$ cat src/rtl/wisc25_lsu_pkg.sv
// Shared definitions for the WISC-25 load/store unit: funct3 encodings,
// FSM state encoding, trap cause codes and the captured-op payload.
package wisc25_lsu_pkg;

  localparam int unsigned XLEN = 32;

  // RV32I load funct3
  localparam logic [2:0] LB  = 3'd0;
  localparam logic [2:0] LH  = 3'd1;
  localparam logic [2:0] LW  = 3'd2;
  localparam logic [2:0] LBU = 3'd4;
  localparam logic [2:0] LHU = 3'd5;

  // RV32I store funct3
  localparam logic [2:0] SB  = 3'd0;
  localparam logic [2:0] SH  = 3'd1;
  localparam logic [2:0] SW  = 3'd2;

  typedef enum logic [1:0] {
    ST_IDLE = 2'd0,
    ST_REQ  = 2'd1,
    ST_WAIT = 2'd2,
    ST_RESP = 2'd3
  } lsu_state_e;

  localparam logic [1:0] CAUSE_NONE     = 2'd0;
  localparam logic [1:0] CAUSE_MISALIGN = 2'd1;
  localparam logic [1:0] CAUSE_ILLEGAL  = 2'd2;
  localparam logic [1:0] CAUSE_TIMEOUT  = 2'd3;

  // Op fields kept across the transaction for load extraction and writeback
  typedef struct packed {
    logic       is_load;
    logic [2:0] funct3;
    logic [1:0] off;
    logic [4:0] rd;
  } lsu_op_t;

endpackage

$ cat src/rtl/load_store_unit_if.sv
// Bundle of the execute-side, writeback-side and memory-side signals of the
// load/store unit. Names are from the unit's point of view (i_* in, o_* out).
//   slave  : the load/store unit
//   master : the environment (execute stage, writeback stage, data memory)
interface load_store_unit_if;

  logic                            i_valid;
  logic                            o_ready;
  logic                            i_load;
  logic                            i_store;
  logic [2:0]                      i_funct3;
  logic [wisc25_lsu_pkg::XLEN-1:0] i_addr;
  logic [wisc25_lsu_pkg::XLEN-1:0] i_wdata;
  logic [4:0]                      i_rd;

  logic                            o_valid;
  logic                            i_resp_ready;
  logic [wisc25_lsu_pkg::XLEN-1:0] o_rdata;
  logic [4:0]                      o_rd;
  logic                            o_trap;
  logic [1:0]                      o_cause;

  logic                            o_mem_req;
  logic                            i_mem_ready;
  logic [wisc25_lsu_pkg::XLEN-1:0] o_mem_addr;
  logic                            o_mem_ren;
  logic                            o_mem_wen;
  logic [wisc25_lsu_pkg::XLEN-1:0] o_mem_wdata;
  logic [3:0]                      o_mem_mask;
  logic                            i_mem_valid;
  logic [wisc25_lsu_pkg::XLEN-1:0] i_mem_rdata;

  modport slave (
    input  i_valid, i_load, i_store, i_funct3, i_addr, i_wdata, i_rd,
    input  i_resp_ready, i_mem_ready, i_mem_valid, i_mem_rdata,
    output o_ready, o_valid, o_rdata, o_rd, o_trap, o_cause,
    output o_mem_req, o_mem_addr, o_mem_ren, o_mem_wen, o_mem_wdata, o_mem_mask
  );

  modport master (
    output i_valid, i_load, i_store, i_funct3, i_addr, i_wdata, i_rd,
    output i_resp_ready, i_mem_ready, i_mem_valid, i_mem_rdata,
    input  o_ready, o_valid, o_rdata, o_rd, o_trap, o_cause,
    input  o_mem_req, o_mem_addr, o_mem_ren, o_mem_wen, o_mem_wdata, o_mem_mask
  );

endinterface

$ cat src/rtl/lsu_data_align.sv
// Combinational lane logic: byte mask, store-data lane shift, load-data
// extract + extension, and misalign / illegal-funct3 checks.
//   is_load_i  : op is a load (selects which funct3 values are legal)
//   funct3_i   : RV32I load/store funct3
//   off_i      : byte offset addr[1:0]
//   wdata_i    : raw store data (rs2)
//   rdata_i    : raw memory read word
//   mask_o     : byte-lane enables
//   wdata_o    : lane-shifted store data
//   rdata_o    : extracted and extended load data
//   misalign_o : access not naturally aligned
//   illegal_o  : funct3 not a valid load/store size
module lsu_data_align
  import wisc25_lsu_pkg::*;
(
  input  logic            is_load_i,
  input  logic [2:0]      funct3_i,
  input  logic [1:0]      off_i,
  input  logic [XLEN-1:0] wdata_i,
  input  logic [XLEN-1:0] rdata_i,
  output logic [3:0]      mask_o,
  output logic [XLEN-1:0] wdata_o,
  output logic [XLEN-1:0] rdata_o,
  output logic            misalign_o,
  output logic            illegal_o
);

  logic [4:0]      sh_amt;
  logic [XLEN-1:0] rshift;

  assign sh_amt = {off_i, 3'b000};
  assign rshift = rdata_i >> sh_amt;

  // Size decode shared by loads and stores (funct3[2] only selects unsigned)
  always_comb begin
    mask_o     = 4'b0000;
    wdata_o    = '0;
    misalign_o = 1'b0;
    unique case (funct3_i[1:0])
      SB[1:0]: begin
        mask_o  = 4'b0001 << off_i;
        wdata_o = XLEN'(wdata_i[7:0]) << sh_amt;
      end
      SH[1:0]: begin
        mask_o     = 4'b0011 << off_i;
        wdata_o    = XLEN'(wdata_i[15:0]) << sh_amt;
        misalign_o = off_i[0];
      end
      SW[1:0]: begin
        mask_o     = 4'b1111;
        wdata_o    = wdata_i;
        misalign_o = (off_i != 2'b00);
      end
      default: ;
    endcase
  end

  // Legal funct3 sets differ: loads allow 0,1,2,4,5; stores allow 0,1,2
  always_comb begin
    illegal_o = 1'b0;
    if (is_load_i) begin
      illegal_o = (funct3_i == 3'd3) || (funct3_i == 3'd6) || (funct3_i == 3'd7);
    end else begin
      illegal_o = (funct3_i > SW);
    end
  end

  // Load extraction from the lane-aligned word
  always_comb begin
    rdata_o = '0;
    unique case (funct3_i)
      LB:      rdata_o = {{24{rshift[7]}}, rshift[7:0]};
      LH:      rdata_o = {{16{rshift[15]}}, rshift[15:0]};
      LW:      rdata_o = rshift;
      LBU:     rdata_o = XLEN'(rshift[7:0]);
      LHU:     rdata_o = XLEN'(rshift[15:0]);
      default: rdata_o = '0;
    endcase
  end

endmodule

$ cat src/rtl/load_store_unit.sv
// Multi-cycle load/store unit for the WISC-25 memory stage. Accepts one op
// from execute, issues a request to a variable-latency data memory, and
// returns an extended load result or a trap to writeback.
//   i_clk, i_rst : clock, synchronous active-high reset
//   bus (slave)  : execute handshake (i_valid/o_ready + op fields),
//                  writeback handshake (o_valid/i_resp_ready + result),
//                  memory request/response channel
// Parameters:
//   TIMEOUT_CYCLES : cycles in REQ+WAIT before a bus-timeout trap (0 = off)
//   TIMEOUT_W      : derived counter width
module load_store_unit
  import wisc25_lsu_pkg::*;
#(
  parameter int unsigned TIMEOUT_CYCLES = 256,
  parameter int unsigned TIMEOUT_W      = $clog2(TIMEOUT_CYCLES + 1)
) (
  input  logic             i_clk,
  input  logic             i_rst,
  load_store_unit_if.slave bus
);

  localparam int unsigned CNT_W   = (TIMEOUT_W == 0) ? 1 : TIMEOUT_W;
  localparam int unsigned TO_LAST = (TIMEOUT_CYCLES == 0) ? 0 : TIMEOUT_CYCLES - 1;

  lsu_state_e      state_q;
  lsu_op_t         op_q;
  logic [CNT_W-1:0] cnt_q;

  logic            ready_q;
  logic            valid_q;
  logic [XLEN-1:0] rdata_q;
  logic [4:0]      rd_q;
  logic            trap_q;
  logic [1:0]      cause_q;

  logic            mem_req_q;
  logic            mem_ren_q;
  logic            mem_wen_q;
  logic [XLEN-1:0] mem_addr_q;
  logic [XLEN-1:0] mem_wdata_q;
  logic [3:0]      mem_mask_q;

  logic [2:0]      al_funct3;
  logic [1:0]      al_off;
  logic [3:0]      al_mask;
  logic [XLEN-1:0] al_wdata;
  logic [XLEN-1:0] al_rdata;
  logic            al_misalign;
  logic            al_illegal;
  logic            accept;
  logic            timeout_hit;

  // Live op fields feed the aligner while idle; captured ones afterwards
  assign al_funct3 = (state_q == ST_IDLE) ? bus.i_funct3   : op_q.funct3;
  assign al_off    = (state_q == ST_IDLE) ? bus.i_addr[1:0] : op_q.off;

  lsu_data_align u_align (
    .is_load_i  (bus.i_load),
    .funct3_i   (al_funct3),
    .off_i      (al_off),
    .wdata_i    (bus.i_wdata),
    .rdata_i    (bus.i_mem_rdata),
    .mask_o     (al_mask),
    .wdata_o    (al_wdata),
    .rdata_o    (al_rdata),
    .misalign_o (al_misalign),
    .illegal_o  (al_illegal)
  );

  assign accept      = bus.i_valid && (bus.i_load || bus.i_store);
  assign timeout_hit = (TIMEOUT_CYCLES != 0) && (cnt_q >= CNT_W'(TO_LAST));

  // Control FSM with all bus/result outputs held in registers
  always_ff @(posedge i_clk) begin
    if (i_rst) begin
      state_q     <= ST_IDLE;
      op_q        <= '0;
      cnt_q       <= '0;
      ready_q     <= 1'b1;
      valid_q     <= 1'b0;
      rdata_q     <= '0;
      rd_q        <= '0;
      trap_q      <= 1'b0;
      cause_q     <= CAUSE_NONE;
      mem_req_q   <= 1'b0;
      mem_ren_q   <= 1'b0;
      mem_wen_q   <= 1'b0;
      mem_addr_q  <= '0;
      mem_wdata_q <= '0;
      mem_mask_q  <= '0;
    end else begin
      unique case (state_q)
        ST_IDLE: begin
          if (accept) begin
            op_q    <= '{is_load: bus.i_load, funct3: bus.i_funct3,
                         off: bus.i_addr[1:0], rd: bus.i_rd};
            ready_q <= 1'b0;
            // Illegal funct3 takes precedence over misalignment
            if (al_illegal || al_misalign) begin
              state_q <= ST_RESP;
              valid_q <= 1'b1;
              trap_q  <= 1'b1;
              cause_q <= al_illegal ? CAUSE_ILLEGAL : CAUSE_MISALIGN;
              rdata_q <= '0;
              rd_q    <= '0;
            end else begin
              state_q     <= ST_REQ;
              cnt_q       <= '0;
              mem_req_q   <= 1'b1;
              mem_ren_q   <= bus.i_load;
              mem_wen_q   <= !bus.i_load;
              mem_addr_q  <= {bus.i_addr[XLEN-1:2], 2'b00};
              mem_mask_q  <= al_mask;
              mem_wdata_q <= bus.i_load ? '0 : al_wdata;
            end
          end
        end

        ST_REQ: begin
          if (bus.i_mem_ready) begin
            mem_req_q <= 1'b0;
            mem_ren_q <= 1'b0;
            mem_wen_q <= 1'b0;
            if (op_q.is_load) begin
              state_q <= ST_WAIT;
              cnt_q   <= cnt_q + CNT_W'(1);
            end else begin
              // Stores complete on acceptance
              state_q <= ST_RESP;
              valid_q <= 1'b1;
              trap_q  <= 1'b0;
              cause_q <= CAUSE_NONE;
              rdata_q <= '0;
              rd_q    <= '0;
            end
          end else if (timeout_hit) begin
            state_q   <= ST_RESP;
            mem_req_q <= 1'b0;
            mem_ren_q <= 1'b0;
            mem_wen_q <= 1'b0;
            valid_q   <= 1'b1;
            trap_q    <= 1'b1;
            cause_q   <= CAUSE_TIMEOUT;
            rdata_q   <= '0;
            rd_q      <= '0;
          end else begin
            cnt_q <= cnt_q + CNT_W'(1);
          end
        end

        ST_WAIT: begin
          if (bus.i_mem_valid) begin
            state_q <= ST_RESP;
            valid_q <= 1'b1;
            trap_q  <= 1'b0;
            cause_q <= CAUSE_NONE;
            rdata_q <= al_rdata;
            rd_q    <= op_q.rd;
          end else if (timeout_hit) begin
            state_q <= ST_RESP;
            valid_q <= 1'b1;
            trap_q  <= 1'b1;
            cause_q <= CAUSE_TIMEOUT;
            rdata_q <= '0;
            rd_q    <= '0;
          end else begin
            cnt_q <= cnt_q + CNT_W'(1);
          end
        end

        ST_RESP: begin
          if (bus.i_resp_ready) begin
            state_q <= ST_IDLE;
            ready_q <= 1'b1;
            valid_q <= 1'b0;
            trap_q  <= 1'b0;
            cause_q <= CAUSE_NONE;
            rdata_q <= '0;
            rd_q    <= '0;
          end
        end

        default: state_q <= ST_IDLE;
      endcase
    end
  end

  assign bus.o_ready     = ready_q;
  assign bus.o_valid     = valid_q;
  assign bus.o_rdata     = rdata_q;
  assign bus.o_rd        = rd_q;
  assign bus.o_trap      = trap_q;
  assign bus.o_cause     = cause_q;
  assign bus.o_mem_req   = mem_req_q;
  assign bus.o_mem_ren   = mem_ren_q;
  assign bus.o_mem_wen   = mem_wen_q;
  assign bus.o_mem_addr  = mem_addr_q;
  assign bus.o_mem_wdata = mem_wdata_q;
  assign bus.o_mem_mask  = mem_mask_q;

endmodule

$ cat src/flat_wrapper.sv
// flat-port wrapper written by rule: the top's interface ports become plain ports
module load_store_unit_flat import wisc25_lsu_pkg::*;
#(
  parameter int unsigned TIMEOUT_CYCLES = 256,
  parameter int unsigned TIMEOUT_W      = $clog2(TIMEOUT_CYCLES + 1)
)
  (i_clk, i_rst, bus_i_valid, bus_i_load, bus_i_store, bus_i_funct3, bus_i_addr, bus_i_wdata, bus_i_rd, bus_i_resp_ready, bus_i_mem_ready, bus_i_mem_valid, bus_i_mem_rdata, bus_o_ready, bus_o_valid, bus_o_rdata, bus_o_rd, bus_o_trap, bus_o_cause, bus_o_mem_req, bus_o_mem_addr, bus_o_mem_ren, bus_o_mem_wen, bus_o_mem_wdata, bus_o_mem_mask);
  load_store_unit_if bus_i ();
  input  logic i_clk;
  input  logic i_rst;
  input wire logic [$bits(bus_i.i_valid)-1:0] bus_i_valid;
  input wire logic [$bits(bus_i.i_load)-1:0] bus_i_load;
  input wire logic [$bits(bus_i.i_store)-1:0] bus_i_store;
  input wire logic [$bits(bus_i.i_funct3)-1:0] bus_i_funct3;
  input wire logic [$bits(bus_i.i_addr)-1:0] bus_i_addr;
  input wire logic [$bits(bus_i.i_wdata)-1:0] bus_i_wdata;
  input wire logic [$bits(bus_i.i_rd)-1:0] bus_i_rd;
  input wire logic [$bits(bus_i.i_resp_ready)-1:0] bus_i_resp_ready;
  input wire logic [$bits(bus_i.i_mem_ready)-1:0] bus_i_mem_ready;
  input wire logic [$bits(bus_i.i_mem_valid)-1:0] bus_i_mem_valid;
  input wire logic [$bits(bus_i.i_mem_rdata)-1:0] bus_i_mem_rdata;
  output wire logic [$bits(bus_i.o_ready)-1:0] bus_o_ready;
  output wire logic [$bits(bus_i.o_valid)-1:0] bus_o_valid;
  output wire logic [$bits(bus_i.o_rdata)-1:0] bus_o_rdata;
  output wire logic [$bits(bus_i.o_rd)-1:0] bus_o_rd;
  output wire logic [$bits(bus_i.o_trap)-1:0] bus_o_trap;
  output wire logic [$bits(bus_i.o_cause)-1:0] bus_o_cause;
  output wire logic [$bits(bus_i.o_mem_req)-1:0] bus_o_mem_req;
  output wire logic [$bits(bus_i.o_mem_addr)-1:0] bus_o_mem_addr;
  output wire logic [$bits(bus_i.o_mem_ren)-1:0] bus_o_mem_ren;
  output wire logic [$bits(bus_i.o_mem_wen)-1:0] bus_o_mem_wen;
  output wire logic [$bits(bus_i.o_mem_wdata)-1:0] bus_o_mem_wdata;
  output wire logic [$bits(bus_i.o_mem_mask)-1:0] bus_o_mem_mask;
  assign bus_i.i_valid = bus_i_valid;
  assign bus_i.i_load = bus_i_load;
  assign bus_i.i_store = bus_i_store;
  assign bus_i.i_funct3 = bus_i_funct3;
  assign bus_i.i_addr = bus_i_addr;
  assign bus_i.i_wdata = bus_i_wdata;
  assign bus_i.i_rd = bus_i_rd;
  assign bus_i.i_resp_ready = bus_i_resp_ready;
  assign bus_i.i_mem_ready = bus_i_mem_ready;
  assign bus_i.i_mem_valid = bus_i_mem_valid;
  assign bus_i.i_mem_rdata = bus_i_mem_rdata;
  assign bus_o_ready = bus_i.o_ready;
  assign bus_o_valid = bus_i.o_valid;
  assign bus_o_rdata = bus_i.o_rdata;
  assign bus_o_rd = bus_i.o_rd;
  assign bus_o_trap = bus_i.o_trap;
  assign bus_o_cause = bus_i.o_cause;
  assign bus_o_mem_req = bus_i.o_mem_req;
  assign bus_o_mem_addr = bus_i.o_mem_addr;
  assign bus_o_mem_ren = bus_i.o_mem_ren;
  assign bus_o_mem_wen = bus_i.o_mem_wen;
  assign bus_o_mem_wdata = bus_i.o_mem_wdata;
  assign bus_o_mem_mask = bus_i.o_mem_mask;
  load_store_unit #(.TIMEOUT_CYCLES(TIMEOUT_CYCLES), .TIMEOUT_W(TIMEOUT_W)) u_core (.i_clk(i_clk), .i_rst(i_rst), .bus(bus_i));
endmodule
$ cat config.mk
export PLATFORM = sky130hd
export DESIGN_NAME = load_store_unit_flat
export DESIGN_NICKNAME = d
export VERILOG_FILES = /design/src/rtl/wisc25_lsu_pkg.sv /design/src/rtl/load_store_unit_if.sv /design/src/rtl/lsu_data_align.sv /design/src/rtl/load_store_unit.sv /design/src/flat_wrapper.sv
export SDC_FILE = /design/constraint.sdc
export NUM_CORES = 1
export LEC_CHECK = 0
export ABC_AREA = 1
export CAP_MARGIN = 25
export CORE_MARGIN = 2
export CORE_UTILIZATION = 47
export DETAILED_ROUTE_END_ITERATION = 10
export PLACE_DENSITY = 0.92
export SYNTH_ARGS = -nofsm -noshare
export SYNTH_HDL_FRONTEND = slang
export SYNTH_HIERARCHICAL = 1
export SYNTH_SLANG_ARGS = --single-unit
$ cat constraint.sdc
create_clock -name i_clk -period 4.5 [get_ports i_clk]
set_input_delay 0.675 -clock i_clk [delete_from_list [all_inputs] [get_ports i_clk]]
set_output_delay 0.675 -clock i_clk [all_outputs]
set_load 0.05 [all_outputs]
# Yosys cells after proc, flatten, opt, wreduce, memory -nomap -nowiden
# Cells that the tools add are included.
[totals]
regBits = 133
word_cells = 141
out_inout_bits = 113
[classes]
magnitude_cmp = 2
n_bitwise = 1
reduce_logical = 20
n_eq_ne = 20
muxes = 74
shifts = 5
n_addsub = 1
[op_table]
columns = ["cell", "n"]
rows = [
  ["$mux W32", 8],
  ["$pmux W32 S5", 1],
  ["$pmux W32 S4", 1],
  ["$pmux W32 S3", 1],
  ["$mux W9", 6],
  ["$mux W5", 7],
  ["$shl A16 B5 Y32", 1],
  ["$shl A8 B5 Y32", 1],
  ["$shr A32 B5 Y32", 1],
  ["$mux W2", 14],
  ["$pmux W9 S3", 1],
  ["$mux W1", 23],
  ["$pmux W5 S4", 1],
  ["$pmux W2 S4", 2],
  ["$eq A3 B3 Y1 const B", 4],
  ["$pmux W4 S3", 1],
  ["$pmux W1 S2", 5],
  ["$add A9 B1 Y9 const B", 1],
  ["$ge A9 B8 Y1 const B", 1],
  ["$ne A2 B2 Y1 const B", 4],
  ["$pmux W1 S4", 2],
  ["$reduce_and A4 Y1", 2],
  ["$eq A2 B2 Y1 const B", 3],
  ["$eq A3 B2 Y1 const B", 2],
  ["other kinds (20)", 30],
]

# Logic depth before layout (Yosys ltp)
# Gate-level depths: netlist (run 1).
[logic_depth]
word_depth = 10
mapped_depth = 22
ltp_nobuf = 19

# By module
# The synthesis (run 1) kept the hierarchy.
[by_module_without_submodules]
columns = ["module", "seq_area_each_um2", "n_inst", "cells_each", "area_per_inst_um2"]
rows = [
  ["load_store_unit", 2662.6, 1, 699, 5439.0],
  ["lsu_data_align", 0.0, 1, 354, 1644.1],
]

# Worst setup path before layout (run 1)
# No wires, ideal clock.
[synth_path]
path_type = "register to register"
from = "reg u_core.state_q[0]"
to = "reg u_core.rdata_q[27], in the netlist u_core/bus.o_rdata[27]"
setup_slack_ns = 1.134
t_required_ns = 4.429
period_less_slack_ns = 3.366
arrival_ns = 3.296
path_buffers = 4
path_stages_with_launch = 21
cell_sequence = "dfxtp_1 inv_1 ha_1 buf_4 clkbuf_1 nand2_1 o21ai_0 inv_1 ha_1 buf_2 nand2_1 a21boi_0 nor2_2 nand2_1 nand2_2 nor2_8 inv_4 nor2_8 buf_6 nand3_1 a21oi_1"
[synth_between]
elab_cells_between_ends = 32
classes_between = "order compare (1); eq/ne (16); shift (1); mux (7); reduce/logical (7)"
[synth_rtl]
columns = ["element", "line_no", "source"]
rows = [
  ["start: declaration", "load_store_unit.sv:25", "lsu_state_e state_q;"],
  ["start signal: assignment", "load_store_unit.sv:76", "state_q <= ST_IDLE;"],
  ["start signal: assignment", "load_store_unit.sv:100", "state_q <= ST_RESP;"],
  ["start signal: assignment", "load_store_unit.sv:107", "state_q <= ST_REQ;"],
  ["$logic_not A2 Y1 (*)", "load_store_unit.sv:54", "assign al_funct3 = (state_q == ST_IDLE) ? bus.i_funct3 : op_q.funct3;"],
  ["$mux W3 (*)", "load_store_unit.sv:54", ""],
  ["net u_core.al_funct3[1]", "load_store_unit.sv:43", "logic [2:0] al_funct3;"],
  ["$eq A2 B2 Y1 / $eq A2 B1 Y1 (equally long branches)", "lsu_data_align.sv:39", "unique case (funct3_i[1:0])"],
  ["$pmux W1 S2 (*)", "lsu_data_align.sv:39", ""],
  ["net u_core.al_misalign", "load_store_unit.sv:48", "logic al_misalign;"],
  ["$logic_or A1 B1 Y1 (*)", "load_store_unit.sv:99", "if (al_illegal || al_misalign) begin"],
  ["$ne A2 B2 Y1 (no line) (*)", "-", ""],
  ["$reduce_and A4 Y1 (no line) (*)", "-", ""],
  ["end signal: assignment", "load_store_unit.sv:157", "rdata_q <= al_rdata;"],
  ["end: declaration", "load_store_unit.sv:31", "logic [XLEN-1:0] rdata_q;"],
]
# Mark *: on every way through the listed nets, which the timed path passes. The rest lies on a longest branch.
# A chain may end at the register's enable or synchronous reset.

# Worst setup path after layout (run 1)
[layout_path]
from = "reg u_core.state_q[0]"
to = "reg u_core.rdata_q[26], in the netlist u_core/bus.o_rdata[26]"
# The elaborated chain is that of the path after synthesis.

==> results of run 1 <==
[through the flow]
step           setup WS, ns  area [µm²]  total power (W)  hold slack [ns]    util
6_report             0.6804        9796         0.005658           0.4570  0.6689
5_1_grt              0.2523        9796         0.006000           0.4752  0.6689
4_1_cts              0.6976        9796         0.005641           0.4547  0.6689
3_5_place_dp         0.6630        9235         0.004307           0.4388  0.6306
3_3_place_gp         0.5893        9215         0.004254           0.4342  0.6293
2_1_floorplan         1.134        7087         0.003599           0.4245       -
[power groups by stage]
stage          sequential (W)  combinational [W]  clock [W]
2_1_floorplan         0.00191            0.00169          0
3_3_place_gp          0.00145            0.00280          0
3_5_place_dp          0.00146            0.00285          0
4_1_cts               0.00144            0.00286    0.00134
5_1_grt               0.00146            0.00315    0.00139
6_report              0.00144            0.00290    0.00132
[area by class of cell]
type	instances	share of cell area
clock buffer	19	0.04624
clock inverter	13	0.01098
inverter	55	0.02133
sequential	133	0.2718
timing repair buffer	234	0.2368
tap	184	0.02350
multi-input combinational	796	0.3893
[final timing paths]
check | cells past startpoint | from | end | slack, ns
setup reg to reg | 14 | u_core/state_q[0] | u_core/bus.o_rdata[26] | 0.68
setup / recovery | 14 | u_core/state_q[0] | u_core/bus.o_rdata[26] | 0.68
hold reg to reg | 2 | u_core/op_q[7] | u_core/op_q[7] | 0.46
hold / removal | 2 | u_core/op_q[7] | u_core/op_q[7] | 0.46
[sequential cells by signal (all words and copies together), names as in the netlist]
| name | count |
|---|---|
| u_core/bus.o_ready | 1 |
| u_core/state_q | 2 |
| u_core/bus.o_rdata | 32 |
| u_core/op_q | 11 |
| u_core/cnt_q | 9 |
| u_core/bus.o_rd | 5 |
| u_core/bus.o_mem_ren | 1 |
| u_core/bus.o_mem_addr | 30 |
| u_core/bus.o_mem_mask | 4 |
| u_core/bus.o_cause | 2 |
| u_core/bus.o_mem_wdata | 32 |
| u_core/bus.o_trap | 1 |
| u_core/bus.o_valid | 1 |
| u_core/bus.o_mem_wen | 1 |
| u_core/bus.o_mem_req | 1 |
[cell usage after synthesis (6+ instances only)]
library cell and count:
sky130_fd_sc_hd__a21oi_1 97, sky130_fd_sc_hd__a22oi_1 29, sky130_fd_sc_hd__buf_2 12, sky130_fd_sc_hd__buf_4 13, sky130_fd_sc_hd__buf_6 12, sky130_fd_sc_hd__clkbuf_1 31
sky130_fd_sc_hd__dfxtp_1 133, sky130_fd_sc_hd__ha_1 10, sky130_fd_sc_hd__inv_1 46, sky130_fd_sc_hd__inv_2 8, sky130_fd_sc_hd__nand2_1 272, sky130_fd_sc_hd__nand2_2 7
sky130_fd_sc_hd__nand3_1 105, sky130_fd_sc_hd__nor2_1 144, sky130_fd_sc_hd__nor2_2 6, sky130_fd_sc_hd__o21ai_0 78, sky130_fd_sc_hd__o21ai_1 9
[layer usage]
| metal | wire, µm | vias up | GRT usage | share of wire |
|---|---|---|---|---|
| met2 | 10840 | 441 | 0.4649 | 0.48 |
| met4 | 877 | 0 | 0.1338 | 0.038 |
| li1 | - | 3838 | - | - |
| met3 | 2097 | 71 | 0.07043 | 0.092 |
| met1 | 8967 | 3646 | 0.3337 | 0.39 |
| met5 | 0 | - | 0 | 0 |
[cell families (layout without fill, tap and decap cells)]
group	after synthesis	after routing
buf+inv	125	321
flops	133	133
fa+ha+maj	10	10
other cells	1	2
compound gates	228	228
simple gates	556	556
[critical path, cell delays in order, from the launching register on]
cell	delay (ns)
sky130_fd_sc_hd__dfxtp_1	0.38
sky130_fd_sc_hd__inv_1	0.11
sky130_fd_sc_hd__ha_1	0.33
sky130_fd_sc_hd__o21ai_0	0.58
sky130_fd_sc_hd__inv_1	0.26
sky130_fd_sc_hd__ha_1	0.35
sky130_fd_sc_hd__a21boi_0	0.44
sky130_fd_sc_hd__nor2_2	0.09
sky130_fd_sc_hd__nand2_1	0.10
sky130_fd_sc_hd__nand2_2	0.09
sky130_fd_sc_hd__nor2_8	0.21
sky130_fd_sc_hd__inv_4	0.07
sky130_fd_sc_hd__nor2_8	0.37
sky130_fd_sc_hd__nand3_1	0.17
sky130_fd_sc_hd__a21oi_1	0.17
==> reports/qor.yml, run 1 <==
post_synth.cell_area_avg_um2: 6.727
final.fill_count: 1256
final_net_count: 1359
tritoncts_num_sinks: 133
clock_insertion_delay_worst_skew_ns: 0.42
compound_gate_portion_of_the_synthesized_area: 0.1782
route.antenna.remaining_nets: 0
synth_simple_gate_area_share: 0.3393
critPathArrivalTime_ns: 4.15
share_of_async_settable_or_async_resettable_flops_after_synthesis: 0
maximum_capacitance_violations: 0
run_status: "finished clean"
pwr-share-seq: 0.255
cts_inserted_buffers: 17
synth_top_family_by_area: "simple AND/OR/NAND/NOR gates"
number_of_antenna_repair_diodes: 0
count_of_flip_flops_with_a_built_in_enable_after_synthesis: 0
grt_setup_unrepaired: "no"
switching_power_w: 0.002702
numPortBuffers: 222
yosys-top-cells-area: "sky130_fd_sc_hd__dfxtp_1 38%, sky130_fd_sc_hd__nand2_1 14%, sky130_fd_sc_hd__nor2_1 7.6%"
design.portCount: 225
design.core.area_um2: 14640
timing.final.crit_share: 0.8488
worstSetupEndpointType: "flop"
post_synth_instance_area_um2: 7083
multiInputGateArea_um2: 3814
timing.critical_path.fanout_max: 34
layout_min_cycle_time_ns: 3.820
post-place-cells: 1402
yosys.area.top_type: "sky130_fd_sc_hd__dfxtp_1"
cts_htree_levels: 4
vias_after_detailed_routing: 7996
drt_first_pass_iters: 6
drc_errors_left: 0
routed_wire_length_per_instance_um: 15.89
final_max_slew_viol_count: 0
power.density_nw_per_um2: 577.6
die_width_um: 126.8
postSynthRegisterBits: 133
netlist.area_leader.share: 0.3759
cts.hold.buffers_added: 0
p_leak_nw: 3.913
global_route.overflow_total: 0
avgViaCountPerCell: 5.576
layout-drive-gt1-share: 0.07040
yosys_warnings: 6
cts.root.buffer_cell: "sky130_fd_sc_hd__clkbuf_16"
most_frequent_standard_cell_in_the_layout_excluding_fill_and_tap_cells: "sky130_fd_sc_hd__nand2_1"
combinationalPowerShare: 0.513
power.clock.fraction: 0.233
synthAdderAreaFrac: 0.01766
int_pwr_w: 0.002956
holdCritPathClass: "reg2reg"
worst_clock_skew_ns: 0.007345
synth.distinct_cells: 38
fin_tns_setup_ns: 0
gp_routability_congestion: 0.8908
postRouteWirelength_um: 22780
path_clk_slew_ns: 0.06
design.die.area_um2: 16070
setup.worst_path.start_class: "flop"
area_growth_pct: 38.30
timing.final.setup_violations: 0
yosysSeqAreaShare: 0.3759
maxClockFrequency_ghz: 0.2618
tightest_slew_ns: 0.9372
worst_ep_required_time_ns: 4.83
initial_utilization: 0.4837
worst-setup-path-type: "reg2reg"
cts_tree: "built"
vertical_extent_of_the_die_um: 126.8
grt_max_degree: 81
cts-resized-gates: 0
dr.first_iter.drc_count: 794
seq_cell_area_um2: 2663
vdd.ir_drop.worst_uv: 458.9
synthMuxAreaShare: 0
hpwlAfterDp_um: 15500
hold_viol: 0
most_frequently_used_flop_master_after_synthesis: "sky130_fd_sc_hd__dfxtp_1"
syn-instance-count: 1053
synth_xor_area_frac: 0
initial_antenna_violation_count: 0
grt_first_pass_wirelength_um: 36580
timing.slew.headroom: 0.3728
clock_path_buffers: 2
post_cts_setup_buffers: 0
grt_total_usage: 0.2775
switching_share: 0.4776
grt_pass1_vias: 7493
leading_cell_types_in_the_layout_fill_and_taps_excluded: "272 x sky130_fd_sc_hd__nand2_1, 221 x sky130_fd_sc_hd__clkdlybuf4s50_1, 144 x sky130_fd_sc_hd__nor2_1"
finish.cell_count_without_fillers: 1434
row_count: 44
No activity file was read; power rests on OpenSTA's default activity.
==> run 2, diff against run 1 <==
clock period = 3.57 ns   (was 4.5 ns; I/O delays follow)
==> reports/qor.yml, run 2 (same netlist as run 1, synthesis figures left out) <==
r2r-end: "u_core/bus.o_rdata[5]"  # was u_core/bus.o_rdata[26]
timing.final.crit_share: 0.9099  # was 0.8488
row_count: 44  # unchanged
holdCritPathClass: "in2reg"  # was reg2reg
timing.final.setup_violations: 0  # unchanged
finish.cell_count_without_fillers: 1438  # was 1434
drc_errors_left: 0  # unchanged
switching_share: 0.4813  # was 0.4776
worstRegToRegCells: 16  # was 14
die_width_um: 126.8  # unchanged
number_of_antenna_repair_diodes: 0  # unchanged
global_route.overflow_total: 0  # unchanged
vdd.ir_drop.worst_uv: 476.7  # was 458.9 µV
int_pwr_w: 0.003721  # was 0.002956 W
clock_path_buffers: 2  # unchanged
critical_path.top_delay_family: "simple AND/OR/NAND/NOR gates"  # was compound AO/OA/AOI/OAI gates
cts.hold.buffers_added: 0  # unchanged
worstSetupEndpointType: "flop"  # unchanged
hold_viol: 0  # unchanged
grt_first_pass_wirelength_um: 36240  # was 36580 µm
detailed_place.area_um2: 9243  # was 9235 µm²
setup.worst_path.start_class: "flop"  # unchanged
vias_after_detailed_routing: 8024  # was 7996
tritoncts_num_sinks: 133  # unchanged
cts_inserted_buffers: 17  # unchanged
final_max_slew_viol_count: 0  # unchanged
vertical_extent_of_the_die_um: 126.8  # unchanged
p_leak_nw: 3.917  # was 3.913 nW
critPathBufInv: 4  # was 3
drt_first_pass_iters: 6  # unchanged
grt_total_usage: 0.2760  # was 0.2775
power.total_w: 0.007172  # was 0.005658 W
maximum_capacitance_violations: 0  # unchanged
post-place-cells: 1403  # was 1402
cts_tree: "built"  # unchanged
pwr-share-seq: 0.253  # was 0.255
critical_path.cell_chain: "inv_1, ha_1, buf_4, nand2_1, o21ai_1, inv_1, ha_1, a21boi_1, nor2_2, nand2_1, nand2_2, nor2_8, inv_4, nor2_8, nand3_1, a21oi_1"  # was inv_1, ha_1, o21ai_0, inv_1, ha_1, a21boi_0, nor2_2, nand2_1, nand2_2, nor2_8, inv_4, nor2_8, nand3_1, a21oi_1
cts.root.buffer_cell: "sky130_fd_sc_hd__clkbuf_16"  # unchanged
maxClockFrequency_ghz: 0.3078  # was 0.2618 GHz
whs_path_depth: 4  # was 2
tightest_slew_ns: 0.8835  # was 0.9372 ns
fin_tns_setup_ns: 0  # unchanged
area_growth_pct: 38.70  # was 38.30%
final_net_count: 1363  # was 1359
grt_setup_unrepaired: "no"  # unchanged
power.clock.fraction: 0.224  # was 0.233
finish.instance_area_um2: 9824  # was 9796 µm²
worst-setup-path-type: "reg2reg"  # unchanged
dr.first_iter.drc_count: 802  # was 794
design.portCount: 225  # unchanged
switching_power_w: 0.003452  # was 0.002702 W
timing.slew.headroom: 0.4110  # was 0.3728
power.density_nw_per_um2: 730.1  # was 577.6 nW/µm²
critical-path-slowest-cell: "sky130_fd_sc_hd__dfxtp_1"  # was sky130_fd_sc_hd__o21ai_0
combinationalPowerShare: 0.523  # was 0.513
layout-drive-gt1-share: 0.07257  # was 0.07040
critPathArrivalTime_ns: 3.58  # was 4.15 ns
cp_slowest_stage_delay_ns: 0.34  # was 0.58 ns
reg2reg_setup_slack_ns: 0.32  # was 0.68 ns
timing.critical_path.depth: 16  # was 14
grt_pass1_vias: 7422  # was 7493
timing.critical_path.fanout_max: 17  # was 34
avgViaCountPerCell: 5.580  # was 5.576
hpwlAfterDp_um: 15330  # was 15500 µm
route.antenna.remaining_nets: 0  # unchanged
layout_min_cycle_time_ns: 3.248  # was 3.820 ns
routed_wire_length_per_instance_um: 15.88  # was 15.89 µm
numPortBuffers: 222  # unchanged
cts_htree_levels: 4  # unchanged
initial_antenna_violation_count: 0  # unchanged
design.die.area_um2: 16070  # unchanged
grt_max_degree: 81  # unchanged
leading_cell_types_in_the_layout_fill_and_taps_excluded: "272 x sky130_fd_sc_hd__nand2_1, 221 x sky130_fd_sc_hd__clkdlybuf4s50_1, 144 x sky130_fd_sc_hd__nor2_1"  # unchanged
most_frequent_standard_cell_in_the_layout_excluding_fill_and_tap_cells: "sky130_fd_sc_hd__nand2_1"  # unchanged
initial_utilization: 0.4837  # unchanged
worst_ep_required_time_ns: 3.90  # was 4.83 ns
path_clk_slew_ns: 0.06  # about the same
clock_insertion_delay_worst_skew_ns: 0.42  # about the same
worst_r2r_startpoint: "u_core/state_q[0]"  # unchanged
hold_path_startpoint: "i_rst"  # was u_core/op_q[7]
run_status: "finished clean"  # unchanged
min_delay_endpoint: "u_core/cnt_q[4]"  # was u_core/op_q[7]
gp_routability_congestion: 0.9245  # was 0.8908
worst_clock_skew_ns: 0.01070  # was 0.007345 ns
design.core.area_um2: 14640  # unchanged
postRouteWirelength_um: 22830  # was 22780 µm
-- run 2: power by group through the flow --
stage | logic [W] | registers, W | clock network (W)
floorplan | 0.00213 | 0.00240 | 0
global placement | 0.00354 | 0.00183 | 0
detailed placement | 0.00359 | 0.00184 | 0
CTS | 0.00362 | 0.00181 | 0.00163
global route | 0.00407 | 0.00184 | 0.00170
finish | 0.00375 | 0.00181 | 0.00161
-- run 2: area by class of cell --
type | count | area, µm²
clock inverter | 14 | 112.6
inverter | 55 | 209.0
clock buffer | 18 | 429.2
timing repair buffer | 236 | 2347
sequential | 133 | 2663
fill | 1222 | 4820
multi-input combinational | 798 | 3834
tap | 184 | 230.2
-- run 2: how the worst max path moves through the flow --
stage,startpoint,to,slack (ns)
2_1_floorplan,u_core/state_q[0],u_core/bus.o_rdata[27],0.20
3_3_place_gp,bus_i_funct3[1],u_core/bus.o_rdata[26],0.25
3_5_place_dp,bus_i_funct3[1],u_core/bus.o_rdata[30],0.13
4_1_cts,u_core/state_q[0],u_core/bus.o_rdata[5],0.14
5_1_grt,u_core/state_q[0],u_core/bus.o_rdata[5],0.03
6_report,u_core/state_q[0],u_core/bus.o_rdata[5],0.32
-- run 2: layer usage --
| layer | global-route usage | vias up | part of all wire |
|---|---|---|---|
| met5 | 0 | - | 0 |
| met4 | 0.1151 | 0 | 0.029 |
| met3 | 0.06622 | 57 | 0.091 |
| met2 | 0.4725 | 463 | 0.48 |
| met1 | 0.3331 | 3653 | 0.40 |
| li1 | - | 3851 | - |
-- run 2: worst register-to-register path, stage by stage (launching register included) --
cell and delay [ns]:
sky130_fd_sc_hd__dfxtp_1 0.34, sky130_fd_sc_hd__inv_1 0.13, sky130_fd_sc_hd__ha_1 0.22, sky130_fd_sc_hd__buf_4 0.25
sky130_fd_sc_hd__nand2_1 0.08, sky130_fd_sc_hd__o21ai_1 0.23, sky130_fd_sc_hd__inv_1 0.20, sky130_fd_sc_hd__ha_1 0.31
sky130_fd_sc_hd__a21boi_1 0.23, sky130_fd_sc_hd__nor2_2 0.08, sky130_fd_sc_hd__nand2_1 0.07, sky130_fd_sc_hd__nand2_2 0.09
sky130_fd_sc_hd__nor2_8 0.24, sky130_fd_sc_hd__inv_4 0.09, sky130_fd_sc_hd__nor2_8 0.26, sky130_fd_sc_hd__nand3_1 0.14
sky130_fd_sc_hd__a21oi_1 0.19
-- run 2: what timing repair did --
action                     CTS  global route
buffers inserted             0             1
setup endpoints to repair    0            38
gates resized for setup      0             3
-- run 2: stage by stage --
step           setup slack [ns]  hold slack, ns  utilization
2_1_floorplan            0.2038          0.4245            -
3_3_place_gp             0.2460          0.4339       0.6312
3_5_place_dp             0.1314          0.4475       0.6312
4_1_cts                  0.1360          0.4034       0.6681
5_1_grt                 0.02864          0.4220       0.6709
6_report                 0.3215          0.4159       0.6709
==> run 3, diff against run 2 <==
CORE_MARGIN = not set   (was 2)
SLEW_MARGIN = 20   (was not set)
==> reports/qor.yml, run 3 (same netlist as run 1, synthesis figures left out) <==
design.portCount: 225  # unchanged
reg2reg_setup_slack_ns: 0.23  # was 0.32 ns
dr.first_iter.drc_count: 802  # unchanged
postLayoutSetupSlackWorst_ns: 0.2285  # was 0.3215 ns
maxClockFrequency_ghz: 0.2993  # was 0.3078 GHz
tritoncts_num_sinks: 133  # unchanged
crit_path_start: "u_core/state_q[0]"  # unchanged
gp_routability_congestion: 0.8944  # was 0.9245
leading_cell_types_in_the_layout_fill_and_taps_excluded: "272 x sky130_fd_sc_hd__nand2_1, 221 x sky130_fd_sc_hd__clkdlybuf4s50_1, 144 x sky130_fd_sc_hd__nor2_1"  # unchanged
worstRegToRegCells: 13  # was 16
avgViaCountPerCell: 5.476  # was 5.580
cts.hold.buffers_added: 0  # unchanged
tightest_slew_ns: 0.9099  # was 0.8835 ns
vertical_extent_of_the_die_um: 124.8  # was 126.8 µm
critical-path-slowest-cell: "sky130_fd_sc_hd__inv_2"  # was sky130_fd_sc_hd__dfxtp_1
power.clock.fraction: 0.224  # about the same
switching_power_w: 0.003364  # was 0.003452 W
worst_ep_required_time_ns: 3.91  # was 3.90 ns
combinationalPowerShare: 0.519  # was 0.523
worst_clock_skew_ns: 0.007967  # was 0.01070 ns
critical_path.cell_chain: "inv_1, ha_1, buf_4, nand2_1, o21ai_4, buf_4, inv_2, nand2_1, nand3_2, nand3_2, nand3_1, nand4_1, a21oi_1"  # was inv_1, ha_1, buf_4, nand2_1, o21ai_1, inv_1, ha_1, a21boi_1, nor2_2, nand2_1, nand2_2, nor2_8, inv_4, nor2_8, nand3_1, a21oi_1
failing_checks: "DRC"
critPathCapture: "u_core/bus.o_rdata[29]"  # was u_core/bus.o_rdata[5]
final_core_utilization: 0.6685  # was 0.6709
layout-drive-gt1-share: 0.07029  # was 0.07257
hpwlAfterDp_um: 15170  # was 15330 µm
vias_after_detailed_routing: 7864  # was 8024
cp_slowest_stage_delay_ns: 0.44  # was 0.34 ns
holdCritPathClass: "reg2reg"  # was in2reg
grt_setup_unrepaired: "no"  # unchanged
detailed_place.area_um2: 9258  # was 9243 µm²
drc_errors_left: 21  # was 0
design.core.area_um2: 14640  # unchanged
finish.instance_area_um2: 9789  # was 9824 µm²
path_clk_slew_ns: 0.06  # about the same
most_frequent_standard_cell_in_the_layout_excluding_fill_and_tap_cells: "sky130_fd_sc_hd__nand2_1"  # unchanged
grt_total_usage: 0.2819  # was 0.2760
clock_insertion_delay_worst_skew_ns: 0.42  # about the same
row_count: 44  # unchanged
timing.critical_path.fanout_max: 43  # was 17
worst_r2r_startpoint: "u_core/state_q[0]"  # unchanged
cts_htree_levels: 4  # unchanged
clock_path_buffers: 2  # unchanged
cts_tree: "built"  # unchanged
global_route.overflow_total: 0  # unchanged
pwr-share-seq: 0.257  # was 0.253
critPathArrivalTime_ns: 3.68  # was 3.58 ns
area_growth_pct: 38.21  # was 38.70%
r2r-end: "u_core/bus.o_rdata[29]"  # was u_core/bus.o_rdata[5]
drt_first_pass_iters: 9  # was 6
layout_min_cycle_time_ns: 3.342  # was 3.248 ns
worst-setup-path-type: "reg2reg"  # unchanged
route.antenna.remaining_nets: 0  # unchanged
postRouteWirelength_um: 22040  # was 22830 µm
final_max_slew_viol_count: 0  # unchanged
hold_viol: 0  # unchanged
int_pwr_w: 0.003696  # was 0.003721 W
cts.root.buffer_cell: "sky130_fd_sc_hd__clkbuf_16"  # unchanged
fin_tns_setup_ns: 0  # unchanged
timing.slew.headroom: 0.3911  # was 0.4110
run_status: "complete, but fails checks"  # was finished clean
maximum_capacitance_violations: 0  # unchanged
routed_wire_length_per_instance_um: 15.35  # was 15.88 µm
switching_share: 0.4765  # was 0.4813
grt_pass1_vias: 7428  # was 7422
grt_max_degree: 81  # unchanged
initial_utilization: 0.4837  # unchanged
grt_first_pass_wirelength_um: 35590  # was 36240 µm
final_net_count: 1362  # was 1363
worstSetupEndpointType: "flop"  # unchanged
pre_cts_ws_ns: 0.1006  # was 0.1314 ns
die_width_um: 124.8  # was 126.8 µm
setup.worst_path.start_class: "flop"  # unchanged
timing.final.setup_violations: 0  # unchanged
p_leak_nw: 3.897  # was 3.917 nW
timing.final.crit_share: 0.9360  # was 0.9099
number_of_antenna_repair_diodes: 0  # unchanged
cts_inserted_buffers: 17  # unchanged
vdd.ir_drop.worst_uv: 471.6  # was 476.7 µV
design.die.area_um2: 15570  # was 16070 µm²
numPortBuffers: 222  # unchanged
initial_antenna_violation_count: 0  # unchanged
power.density_nw_per_um2: 721.2  # was 730.1 nW/µm²
[run 3: worst min path at each step]
stage / startpoint / end / slack (ns) / depth (start not counted)
6_report: u_core/op_q[9] / u_core/op_q[9] / 0.45 / 2
4_1_cts: u_core/op_q[8] / u_core/op_q[8] / 0.45 / 2
3_5_place_dp: u_core/op_q[8] / u_core/op_q[8] / 0.45 / 2
5_1_grt: u_core/bus.o_mem_wen / u_core/bus.o_mem_wen / 0.48 / 2
2_1_floorplan: u_core/op_q[9] / u_core/op_q[9] / 0.42 / 2
3_3_place_gp: u_core/op_q[9] / u_core/op_q[9] / 0.44 / 2
[run 3: critical path: cells and delay by family (launching register included)]
family / cells / cell delay, ns
AO/OA/AOI/OAI: 2 / 0.25
adder cells (fa/ha/maj): 1 / 0.30
buffers and inverters: 4 / 1.05
flip-flops: 1 / 0.39
AND/OR/NAND/NOR: 6 / 1.24
[run 3: per-stage QoR]
stage | std cells | power [W] | hold WS [ns]
6_report | 1436 | 0.007060 | 0.4509
5_1_grt | 1436 | 0.007483 | 0.4767
4_1_cts | 1436 | 0.007044 | 0.4545
3_5_place_dp | 1405 | 0.005441 | 0.4458
3_3_place_gp | 1405 | 0.005393 | 0.4383
2_1_floorplan | 1054 | 0.004536 | 0.4245
[run 3: cell type report]
cell class	count	area, µm²
tap	184	230.2
clock inverter	12	96.34
fill	1230	4855
timing repair buffer	237	2342
sequential	133	2663
inverter	55	211.5
multi-input combinational	796	3814
clock buffer	19	432.9
[run 3: power by group through the flow]
stage                     clock network, W  registers (W)  logic [W]
after floorplan                          0        0.00240    0.00213
after global placement                   0        0.00183    0.00356
after detailed placement                 0        0.00184    0.00360
after CTS                          0.00160        0.00181    0.00363
after global routing               0.00168        0.00184    0.00397
final                              0.00158        0.00181    0.00367
[run 3: what timing repair did]
| item | 4_1_cts | 5_1_grt |
|---|---|---|
| gates resized for setup | 0 | 4 |
| setup endpoints to repair | 0 | 36 |
| setup buffers | 0 | 0 |
[run 3: routing by layer]
metal,share of wire,global-route usage
met4,0.030,0.1394
met3,0.085,0.07045
met2,0.48,0.4841
met1,0.40,0.3256
met5,0,0
